**src/rtl/i2c_result_target.sv**
```systemverilog
// I2C target that exposes a five-digit BCD lag measurement and two host-writable config fields.
// Filtered SCL/SDA drive a byte-level FSM; multi-byte reads see a frozen copy of the measurement.
module i2c_result_target #(
  parameter logic [6:0] I2C_ADDR   = 7'h2A,
  parameter int         FILTER_LEN = 3,
  parameter logic [7:0] DEVICE_ID  = 8'h54
) (
  input  logic        clock,
  input  logic        reset,
  input  logic        scl_in,
  input  logic        sda_in,
  output logic        sda_oe,
  input  logic        result_valid,
  input  logic [19:0] result_bcd,
  output logic [2:0]  config_out,
  output logic        config_override,
  output logic        busy
);

  localparam int            CW       = $clog2(FILTER_LEN + 1);
  localparam logic [CW-1:0] CNT_LAST = CW'(FILTER_LEN - 1);
  localparam logic [CW-1:0] CNT_ONE  = CW'(1);
  localparam logic [CW-1:0] CNT_ZERO = CW'(0);

  typedef enum logic [3:0] {
    IDLE      = 4'd0,
    ADDR      = 4'd1,
    ADDR_ACK  = 4'd2,
    PTR       = 4'd3,
    PTR_ACK   = 4'd4,
    WDATA     = 4'd5,
    WDATA_ACK = 4'd6,
    RDATA     = 4'd7,
    RACK      = 4'd8
  } state_t;

  function automatic logic [7:0] reg_mux(
    input logic [2:0]  sel,
    input logic [19:0] shadow,
    input logic        flag,
    input logic [2:0]  cfg,
    input logic        ovr
  );
    case (sel)
      3'd0:    reg_mux = shadow[7:0];
      3'd1:    reg_mux = shadow[15:8];
      3'd2:    reg_mux = {4'h0, shadow[19:16]};
      3'd3:    reg_mux = {7'h00, flag};
      3'd4:    reg_mux = {5'h00, cfg};
      3'd5:    reg_mux = {7'h00, ovr};
      3'd6:    reg_mux = DEVICE_ID;
      default: reg_mux = 8'h00;
    endcase
  endfunction

  logic          scl_meta_r, scl_sync_r, scl_f_r, scl_prev_r;
  logic          sda_meta_r, sda_sync_r, sda_f_r, sda_prev_r;
  logic [CW-1:0] scl_cnt_r, sda_cnt_r;
  logic          start_s, stop_s, scl_rise_s, scl_fall_s;

  state_t        state_r, state_n;
  logic          sda_oe_r, oe_n;
  logic          busy_r;
  logic [2:0]    ptr_r, ptr_n;
  logic [2:0]    bit_cnt_r, bit_cnt_n;
  logic [7:0]    rx_r, rx_n, rx_byte_s;
  logic [7:0]    tx_r, tx_n;
  logic [7:0]    rd_cur_s, rd_nxt_s;
  logic          wr_en_s, flag_clr_s, freeze_s;

  logic [2:0]    config_r;
  logic          override_r;
  logic [19:0]   shadow_r, pend_data_r;
  logic          pend_r, flag_r;

  // Two-flop synchronizers followed by run-length glitch filters on both bus lines
  always_ff @(posedge clock) begin
    if (reset) begin
      scl_meta_r <= 1'b1;
      scl_sync_r <= 1'b1;
      sda_meta_r <= 1'b1;
      sda_sync_r <= 1'b1;
      scl_f_r    <= 1'b1;
      sda_f_r    <= 1'b1;
      scl_prev_r <= 1'b1;
      sda_prev_r <= 1'b1;
      scl_cnt_r  <= CNT_ZERO;
      sda_cnt_r  <= CNT_ZERO;
    end else begin
      scl_meta_r <= scl_in;
      scl_sync_r <= scl_meta_r;
      sda_meta_r <= sda_in;
      sda_sync_r <= sda_meta_r;
      scl_prev_r <= scl_f_r;
      sda_prev_r <= sda_f_r;
      if (scl_sync_r == scl_f_r) begin
        scl_cnt_r <= CNT_ZERO;
      end else if (scl_cnt_r == CNT_LAST) begin
        scl_f_r   <= scl_sync_r;
        scl_cnt_r <= CNT_ZERO;
      end else begin
        scl_cnt_r <= scl_cnt_r + CNT_ONE;
      end
      if (sda_sync_r == sda_f_r) begin
        sda_cnt_r <= CNT_ZERO;
      end else if (sda_cnt_r == CNT_LAST) begin
        sda_f_r   <= sda_sync_r;
        sda_cnt_r <= CNT_ZERO;
      end else begin
        sda_cnt_r <= sda_cnt_r + CNT_ONE;
      end
    end
  end

  assign start_s    = scl_f_r & scl_prev_r & sda_prev_r & ~sda_f_r;
  assign stop_s     = scl_f_r & scl_prev_r & ~sda_prev_r & sda_f_r;
  assign scl_rise_s = scl_f_r & ~scl_prev_r;
  assign scl_fall_s = ~scl_f_r & scl_prev_r;
  assign rx_byte_s  = {rx_r[6:0], sda_f_r};
  assign rd_cur_s   = reg_mux(ptr_r, shadow_r, flag_r, config_r, override_r);
  assign rd_nxt_s   = reg_mux(ptr_r + 3'd1, shadow_r, flag_r, config_r, override_r);

  // Next-state and bus-side control; ACK states drive on the first SCL fall, release on the second
  always_comb begin
    state_n    = state_r;
    oe_n       = sda_oe_r;
    ptr_n      = ptr_r;
    bit_cnt_n  = bit_cnt_r;
    rx_n       = rx_r;
    tx_n       = tx_r;
    wr_en_s    = 1'b0;
    flag_clr_s = 1'b0;
    if (stop_s) begin
      state_n = IDLE;
      oe_n    = 1'b0;
    end else if (start_s) begin
      state_n   = ADDR;
      oe_n      = 1'b0;
      bit_cnt_n = 3'd0;
    end else begin
      case (state_r)
        ADDR, PTR, WDATA: begin
          if (scl_rise_s) begin
            rx_n      = rx_byte_s;
            bit_cnt_n = bit_cnt_r + 3'd1;
            if (bit_cnt_r != 3'd7) begin
              state_n = state_r;
            end else if (state_r == ADDR) begin
              state_n = (rx_byte_s[7:1] == I2C_ADDR) ? ADDR_ACK : IDLE;
            end else if (state_r == PTR) begin
              ptr_n   = rx_byte_s[2:0];
              state_n = PTR_ACK;
            end else begin
              wr_en_s = 1'b1;
              state_n = WDATA_ACK;
            end
          end else begin
            state_n = state_r;
          end
        end
        ADDR_ACK, PTR_ACK, WDATA_ACK: begin
          if (!scl_fall_s) begin
            state_n = state_r;
          end else if (!sda_oe_r) begin
            oe_n = 1'b1;
          end else begin
            oe_n      = 1'b0;
            bit_cnt_n = 3'd0;
            if (state_r == ADDR_ACK && rx_r[0]) begin
              state_n = RDATA;
              tx_n    = rd_cur_s;
              oe_n    = ~rd_cur_s[7];
            end else if (state_r == ADDR_ACK) begin
              state_n = PTR;
            end else if (state_r == WDATA_ACK) begin
              ptr_n   = ptr_r + 3'd1;
              state_n = WDATA;
            end else begin
              state_n = WDATA;
            end
          end
        end
        RDATA: begin
          if (scl_rise_s) begin
            bit_cnt_n = bit_cnt_r + 3'd1;
            tx_n      = {tx_r[6:0], 1'b0};
          end else if (scl_fall_s && bit_cnt_r == 3'd0) begin
            oe_n       = 1'b0;
            state_n    = RACK;
            flag_clr_s = (ptr_r == 3'd3);
          end else if (scl_fall_s) begin
            oe_n = ~tx_r[7];
          end else begin
            state_n = state_r;
          end
        end
        RACK: begin
          if (scl_rise_s && sda_f_r) begin
            state_n = IDLE;
          end else if (scl_fall_s) begin
            ptr_n   = ptr_r + 3'd1;
            tx_n    = rd_nxt_s;
            oe_n    = ~rd_nxt_s[7];
            state_n = RDATA;
          end else begin
            state_n = state_r;
          end
        end
        default: state_n = IDLE;
      endcase
    end
  end

  // FSM state, byte datapath, busy and host-writable registers
  always_ff @(posedge clock) begin
    if (reset) begin
      state_r    <= IDLE;
      sda_oe_r   <= 1'b0;
      busy_r     <= 1'b0;
      ptr_r      <= 3'd0;
      bit_cnt_r  <= 3'd0;
      rx_r       <= 8'h00;
      tx_r       <= 8'h00;
      config_r   <= 3'b000;
      override_r <= 1'b0;
    end else begin
      state_r   <= state_n;
      sda_oe_r  <= oe_n;
      ptr_r     <= ptr_n;
      bit_cnt_r <= bit_cnt_n;
      rx_r      <= rx_n;
      tx_r      <= tx_n;
      if (state_n == ADDR_ACK) begin
        busy_r <= 1'b1;
      end else if (state_n == IDLE) begin
        busy_r <= 1'b0;
      end
      if (wr_en_s) begin
        case (ptr_r)
          3'd4:    config_r   <= rx_byte_s[2:0];
          3'd5:    override_r <= rx_byte_s[0];
          default: ;
        endcase
      end
    end
  end

  // The read freeze starts at the read-address ACK so the first byte is already coherent
  assign freeze_s = (state_r == RDATA) || (state_r == RACK) || ((state_r == ADDR_ACK) && rx_r[0]);

  // Measurement shadow, deferred update during reads, and new-result flag (set beats clear)
  always_ff @(posedge clock) begin
    if (reset) begin
      shadow_r    <= 20'h00000;
      pend_data_r <= 20'h00000;
      pend_r      <= 1'b0;
      flag_r      <= 1'b0;
    end else if (result_valid && !freeze_s) begin
      shadow_r <= result_bcd;
      pend_r   <= 1'b0;
      flag_r   <= 1'b1;
    end else if (result_valid) begin
      pend_data_r <= result_bcd;
      pend_r      <= 1'b1;
      if (flag_clr_s) begin
        flag_r <= 1'b0;
      end
    end else if (pend_r && !freeze_s) begin
      shadow_r <= pend_data_r;
      pend_r   <= 1'b0;
      flag_r   <= 1'b1;
    end else if (flag_clr_s) begin
      flag_r <= 1'b0;
    end
  end

  assign sda_oe          = sda_oe_r;
  assign busy            = busy_r;
  assign config_out      = config_r;
  assign config_override = override_r;

endmodule

```
**config.mk**
```make
export PLATFORM = sky130hd
export DESIGN_NAME = i2c_result_target
export DESIGN_NICKNAME = d
export VERILOG_FILES = /design/src/rtl/i2c_result_target.sv
export SDC_FILE = /design/constraint.sdc
export NUM_CORES = 1
export LEC_CHECK = 0
export CORE_UTILIZATION = 55
export CTS_BUF_LIST = sky130_fd_sc_hd__clkbuf_16
export DETAILED_ROUTE_END_ITERATION = 8
export GPL_ROUTABILITY_DRIVEN = 0
export HOLD_SLACK_MARGIN = 0.12
export MAX_ROUTING_LAYER = met4
export PLACE_DENSITY_LB_ADDON = 0.3
export SYNTH_ARGS = -nofsm -noshare
export SYNTH_HDL_FRONTEND = slang
export SYNTH_SLANG_ARGS = --single-unit
```
**constraint.sdc**
```tcl
create_clock -name clock -period 6.75 [get_ports clock]
set_clock_uncertainty 0.15 [all_clocks]
set_input_delay 1.6875 -clock clock [delete_from_list [all_inputs] [get_ports clock]]
set_output_delay 1.6875 -clock clock [all_outputs]
set_load 0.005 [all_outputs]
```
; Word-level counts from Yosys, hierarchy flattened
; Index checks and enable logic that the tools add are counted.
[op_classes]
n_mux = 74
n_eq_ne = 46
n_bitwise = 19
n_reduce_logical = 36
add_sub_neg = 4
[op_table]
columns = cell, count
row1 = one-hot mux 8 bit (7 select lines), 2
row2 = two-way mux 20 bit, 3
row3 = two-way mux 3 bit, 18
row4 = two-way mux 8 bit, 6
row5 = two-way mux 4 bit, 10
row6 = two-way mux 1 bit, 28
row7 = inequality test 2 bit (second input constant), 14
row8 = one-hot mux 8 bit (3 select lines), 1
row9 = equality test 3 bit (second input constant), 6
row10 = equality test 4 x 3 -> 1 bit (second input constant), 4
row11 = one-hot mux 4 bit (4 select lines), 1
row12 = OR reduction 3 bit, 5
row13 = AND reduction 14 bit, 1
row14 = equality test 3 x 2 -> 1 bit (second input constant), 4
row15 = equality test 4 x 2 -> 1 bit (second input constant), 3
row16 = inequality test 3 bit (second input constant), 4
row17 = inverter 1 bit, 12
row18 = AND reduction 2 bit, 6
row19 = logical NOT 3 bit, 3
row20 = one-hot mux 3 bit (3 select lines), 1
row21 = AND reduction 9 bit, 1
row22 = nonzero test 3 bit, 3
row23 = bitwise AND 1 bit, 7
row24 = equality test 7 x 6 -> 1 bit (second input constant), 1
row25 = 22 further kinds, 35
[totals]
out_inout_bits = 6
ff_bits = 85
elab_cells = 202
in_bits = 25

; Longest topological paths before layout
[depth]
ltp_word = 12
depth_mapped = 10

; Least setup slack after synthesis
; Ideal clock, no wire load.
[synth_timing]
path_type = input port to flip-flop
from = in result_valid
to = reg shadow_r[0]
path_buffers = 2
slack_ns = 3.821
cell_stages = 4
setup_time_ns = 0.138
arrival_time_ns = 2.641
cell_sequence = clkbuf_1 > clkbuf_1 > mux2i_1 > a211oi_1
[synth_between]
elab_chain_len = 3
word_cells_on_any_way = 5
classes_between = 1 x eq/ne / 1 x mux / 3 x reduce/logical
[synth_rtl]
columns = element, line_no
row1 = start: declaration, 13  ; input logic result_valid,
row2 = logical AND 1 bit, 258  ; end else if (result_valid && !freeze_s) begin
row3 = inequality test 2 x 1 -> 1 bit (no source line) or nonzero test 2 bit (tied branches), --
row4 = AND reduction 2 bit (no source line), --
row5 = end signal: assignment, 259  ; shadow_r <= result_bcd;
row6 = end signal: assignment, 269  ; shadow_r <= pend_data_r;
row7 = end: declaration, 73  ; logic [19:0] shadow_r, pend_data_r;
; Parallel ways exist; a longest one is shown, timed or not.
; A chain may end at the register's enable or synchronous reset.

; Worst setup path in the final report
[layout_timing]
from = in result_valid
to = reg shadow_r[9]
; Same word-level chain as after synthesis.

==> results.py <==
metrics = {
    "timing": {
        "grt_setup_unrepaired": "no",
        "worstMarginPinSlew_ps": 1023,
        "clock.fmax_ghz": 0.2766,
        "tns_ps": 0,
        "final_min_period_ps": 3616,
        "worst_slew_margin_rel_pct": 31.57,
        "final_max_slew_viol_count": 0,
        "finalSetupViolCount": 0,
        "finalCritPeriodShare_pct": 53.56,
        "report.final.hold_viol_count": 0,
    },
    "synth": {
        "ys_types": 62,
        "netlist.top_cell.by_area": "sky130_fd_sc_hd__dfxtp_1",
        "postSynthCellCount": 535,
        "synth_nets": 573,
        "count_of_flip_flops_with_a_built_in_enable_after_synthesis": 0,
        "ys.flop_type": "sky130_fd_sc_hd__dfxtp_1",
        "synth.yosys.warnings": 0,
        "async_flop_share_pct": 0,
        "synthesis.area_per_instance_um2": 8.375,
        "ys_seq_elements": 85,
        "yosys-top-cells-area": "sky130_fd_sc_hd__dfxtp_1 38%, sky130_fd_sc_hd__mux2i_1 7.6%, sky130_fd_sc_hd__nor2_1 6.5%, sky130_fd_sc_hd__nand2_1 5.2%, sky130_fd_sc_hd__a21oi_1 3.7%",
        "synth_seq_area_share_pct": 37.98,
        "synth_top_cell_area_share_pct": 37.98,
        "syn-cell-area_um2": 4481,
    },
    "clocking": {
        "cts-buffers-inserted": 9,
        "cts.root.buffer_cell": "sky130_fd_sc_hd__clkbuf_16",
        "postCtsSetupRepairBufs": 0,
        "clk_pin_slew_worst_paths_ps": 60,
        "holdBufCountCts": 0,
        "resized_cells_post_cts": 0,
        "insertion_delay_ps": 330,
        "cts_num_sinks": 85,
        "tritoncts": "done",
        "clockBufferDepth": 2,
        "htreeDepth": 3,
    },
    "global_route": {
        "grt_pass1_wl_mm": 17.68,
        "grt_overflow": 0,
        "gr_util_all_layers_pct": 26.91,
        "first_global_vias": 3695,
        "antenna_violations_before_repair": 0,
        "largest_net_degree_at_the_start_of_global_routing": 59,
    },
    "power_and_ir_drop": {
        "power_density_nw_per_um2": 224.0,
        "vdd_drop_max_mv": 0.1411,
        "p_leak_nw": 1.924,
    },
    "finish": {
        "multiInputGateArea_um2": 2556,
        "mostFrequentLayoutCell": "sky130_fd_sc_hd__dfxtp_1",
        "postLayoutCellArea_um2": 5082,
        "antenna_cells_inserted": 0,
        "seq_area_um2": 1702,
        "layout_nets": 578,
        "layout-drive-gt1-share_pct": 7.890,
        "fill_cells": 651,
        "fin_cells": 647,
        "area_growth_pct": 13.43,
        "final_cell_mix": "85 x sky130_fd_sc_hd__dfxtp_1, 77 x sky130_fd_sc_hd__nor2_1, 62 x sky130_fd_sc_hd__nand2_1",
    },
    "flow_run": {
        "maxCapViolCount": 0,
    },
    "drt": {
        "vias": 3933,
        "initialDrtViolationCount": 545,
        "avgViaCountPerCell": 6.079,
        "antenna_left": 0,
        "wire_per_inst_um": 15.99,
        "drt-total-wl_mm": 10.35,
        "drt_pre_antenna_iters": 5,
        "remaining_drc_errors": 0,
    },
    "die": {
        "design.die.area_um2": 8511,
        "placeableCoreArea_um2": 7807,
        "die_w_um": 92.26,
        "placementRows": 32,
        "initial_utilization_pct": 57.39,
        "dieHeight_um": 92.26,
        "pin_count": 31,
    },
    "worst_setup_path": {
        "reg2reg_from": "ptr_r[2]",
        "worst_path_most_repeated_cell": "sky130_fd_sc_hd__nor2_1",
        "cp_num_cells": 6,
        "critical_path.slowest_cell": "sky130_fd_sc_hd__nor2_1",
        "setup.worst_path.start_class": "input pin",
        "timing.setup.critical_path_class": "in -> reg",
        "critPathCapture": "shadow_r[9]",
        "worst_setup_path_startpoint": "result_valid",
        "critical_path_data_required_time_ps": 6840,
        "cell_depth_of_the_worst_flop_to_flop_path": 7,
        "worstPathBufferInverterCount": 2,
        "worst_path_dominant_cell_family": "simple AND/OR/NAND/NOR gates",
        "critical_path_arrival_ps": 3700,
        "endpoint_kind_of_the_worst_setup_timing_path": "flop",
        "crit_fanout": 25,
        "critical-path-max-stage-delay_ps": 810,
        "timing.critical_path.cells": "clkdlybuf4s50_1, buf_4, nor2_1, nor2_1, nor2_1, a211oi_1",
        "r2r-end": "tx_r[2]",
        "worst_r2r_setup_slack_ps": 3540,
    },
    "place": {
        "place_hpwl_mm": 7.189,
        "placed_cell_area_um2": 4745,
        "place.port_buffers": 30,
        "placedCellCount": 631,
    },
    "min_path": {
        "timing.hold.worst.class": "reg -> reg",
        "hold_start": "sda_meta_r",
    },
    "run_status": {
        "status": "finished clean",
    },
}
-- final cells by class --
class,instances,share of cell area (%)
Sequential cell,85,33.48
Tap cell,102,2.511
Clock inverter,7,2.216
Clock buffer,9,4.431
Inverter,13,0.9601
Multi-Input combinational cell,399,50.30
Timing Repair Buffer,32,6.105
-- cell usage after synthesis, types with 2 or more instances --
cell,n
sky130_fd_sc_hd__nor3b_1,2
sky130_fd_sc_hd__xnor2_1,3
sky130_fd_sc_hd__a31oi_1,11
sky130_fd_sc_hd__o21ai_0,10
sky130_fd_sc_hd__dfxtp_1,85
sky130_fd_sc_hd__buf_1,2
sky130_fd_sc_hd__a22o_1,3
sky130_fd_sc_hd__a22oi_1,7
sky130_fd_sc_hd__nor4_1,7
sky130_fd_sc_hd__buf_2,10
sky130_fd_sc_hd__nand2b_1,17
sky130_fd_sc_hd__nand3_1,9
sky130_fd_sc_hd__a211oi_1,17
sky130_fd_sc_hd__or3_1,5
sky130_fd_sc_hd__inv_1,13
sky130_fd_sc_hd__a21oi_1,33
sky130_fd_sc_hd__o221ai_1,5
sky130_fd_sc_hd__a211o_1,2
sky130_fd_sc_hd__nor3_1,9
sky130_fd_sc_hd__nand3b_1,5
sky130_fd_sc_hd__a222oi_1,5
sky130_fd_sc_hd__or2_2,7
sky130_fd_sc_hd__clkbuf_1,23
sky130_fd_sc_hd__nor4bb_1,2
sky130_fd_sc_hd__buf_6,2
sky130_fd_sc_hd__nor2b_1,8
sky130_fd_sc_hd__ha_1,13
sky130_fd_sc_hd__nor2_1,77
sky130_fd_sc_hd__a221oi_1,6
sky130_fd_sc_hd__nand2_1,62
sky130_fd_sc_hd__and4b_1,2
sky130_fd_sc_hd__mux2i_1,34
sky130_fd_sc_hd__and2_1,6
sky130_fd_sc_hd__mux2_2,5
-- per-layer routing --
layer	global-route usage [%]	part of all wire, %	vias to the layer above
li1	-	-	1907
met1	35.72	45	1851
met2	41.23	47	156
met3	5.141	6.3	19
met4	8.984	1.4	0
met5	-	0	-
-- metrics by stage --
stage | power, mW | worst slack [ps] | utilization, % | hold WS (ps)
floorplan | 0.5687 | 3821 | - | 239.5
global placement | 0.5924 | 2913 | 60.77 | 242.0
detailed placement | 0.5951 | 2769 | 60.77 | 242.3
CTS | 1.143 | 3105 | 65.10 | 257.0
global route | 1.176 | 2782 | 65.10 | 268.1
finish | 1.138 | 3134 | 65.10 | 256.3
-- worst min-delay path by stage --
stage                 end  cells past startpoint  slack (ps)
2_1_floorplan  scl_sync_r                      1         240
3_3_place_gp   sda_sync_r                      1         240
4_1_cts        sda_sync_r                      1         260
6_report       sda_sync_r                      1         260
3_5_place_dp   sda_sync_r                      1         240
5_1_grt        scl_sync_r                      1         270
-- flip-flops by register name, summed over array words and instances (netlist names), 3 cells and up --
name         cells
config_out       3
rx_r             7
tx_r             8
ptr_r            3
pend_data_r     20
shadow_r        20
state_r          4
bit_cnt_r        3
-- power by group --
group	total, mW	switching, mW	leakage (nW)	internal (mW)
clock network	0.554	0.194	0.171	0.360
registers	0.522	0.0101	0.691	0.512
logic	0.0624	0.0305	1.06	0.0320
total	1.14	0.234	1.92	0.904
-- kinds of logic after synthesis --
family          synth area share (%)
flops                          37.98
compound gates                 19.05
mux                            8.852
xor+xnor                      0.5865
simple gates                   24.94
fa+ha+maj                      3.630
buf+inv                        4.971
(Power assumes the default switching activity.)
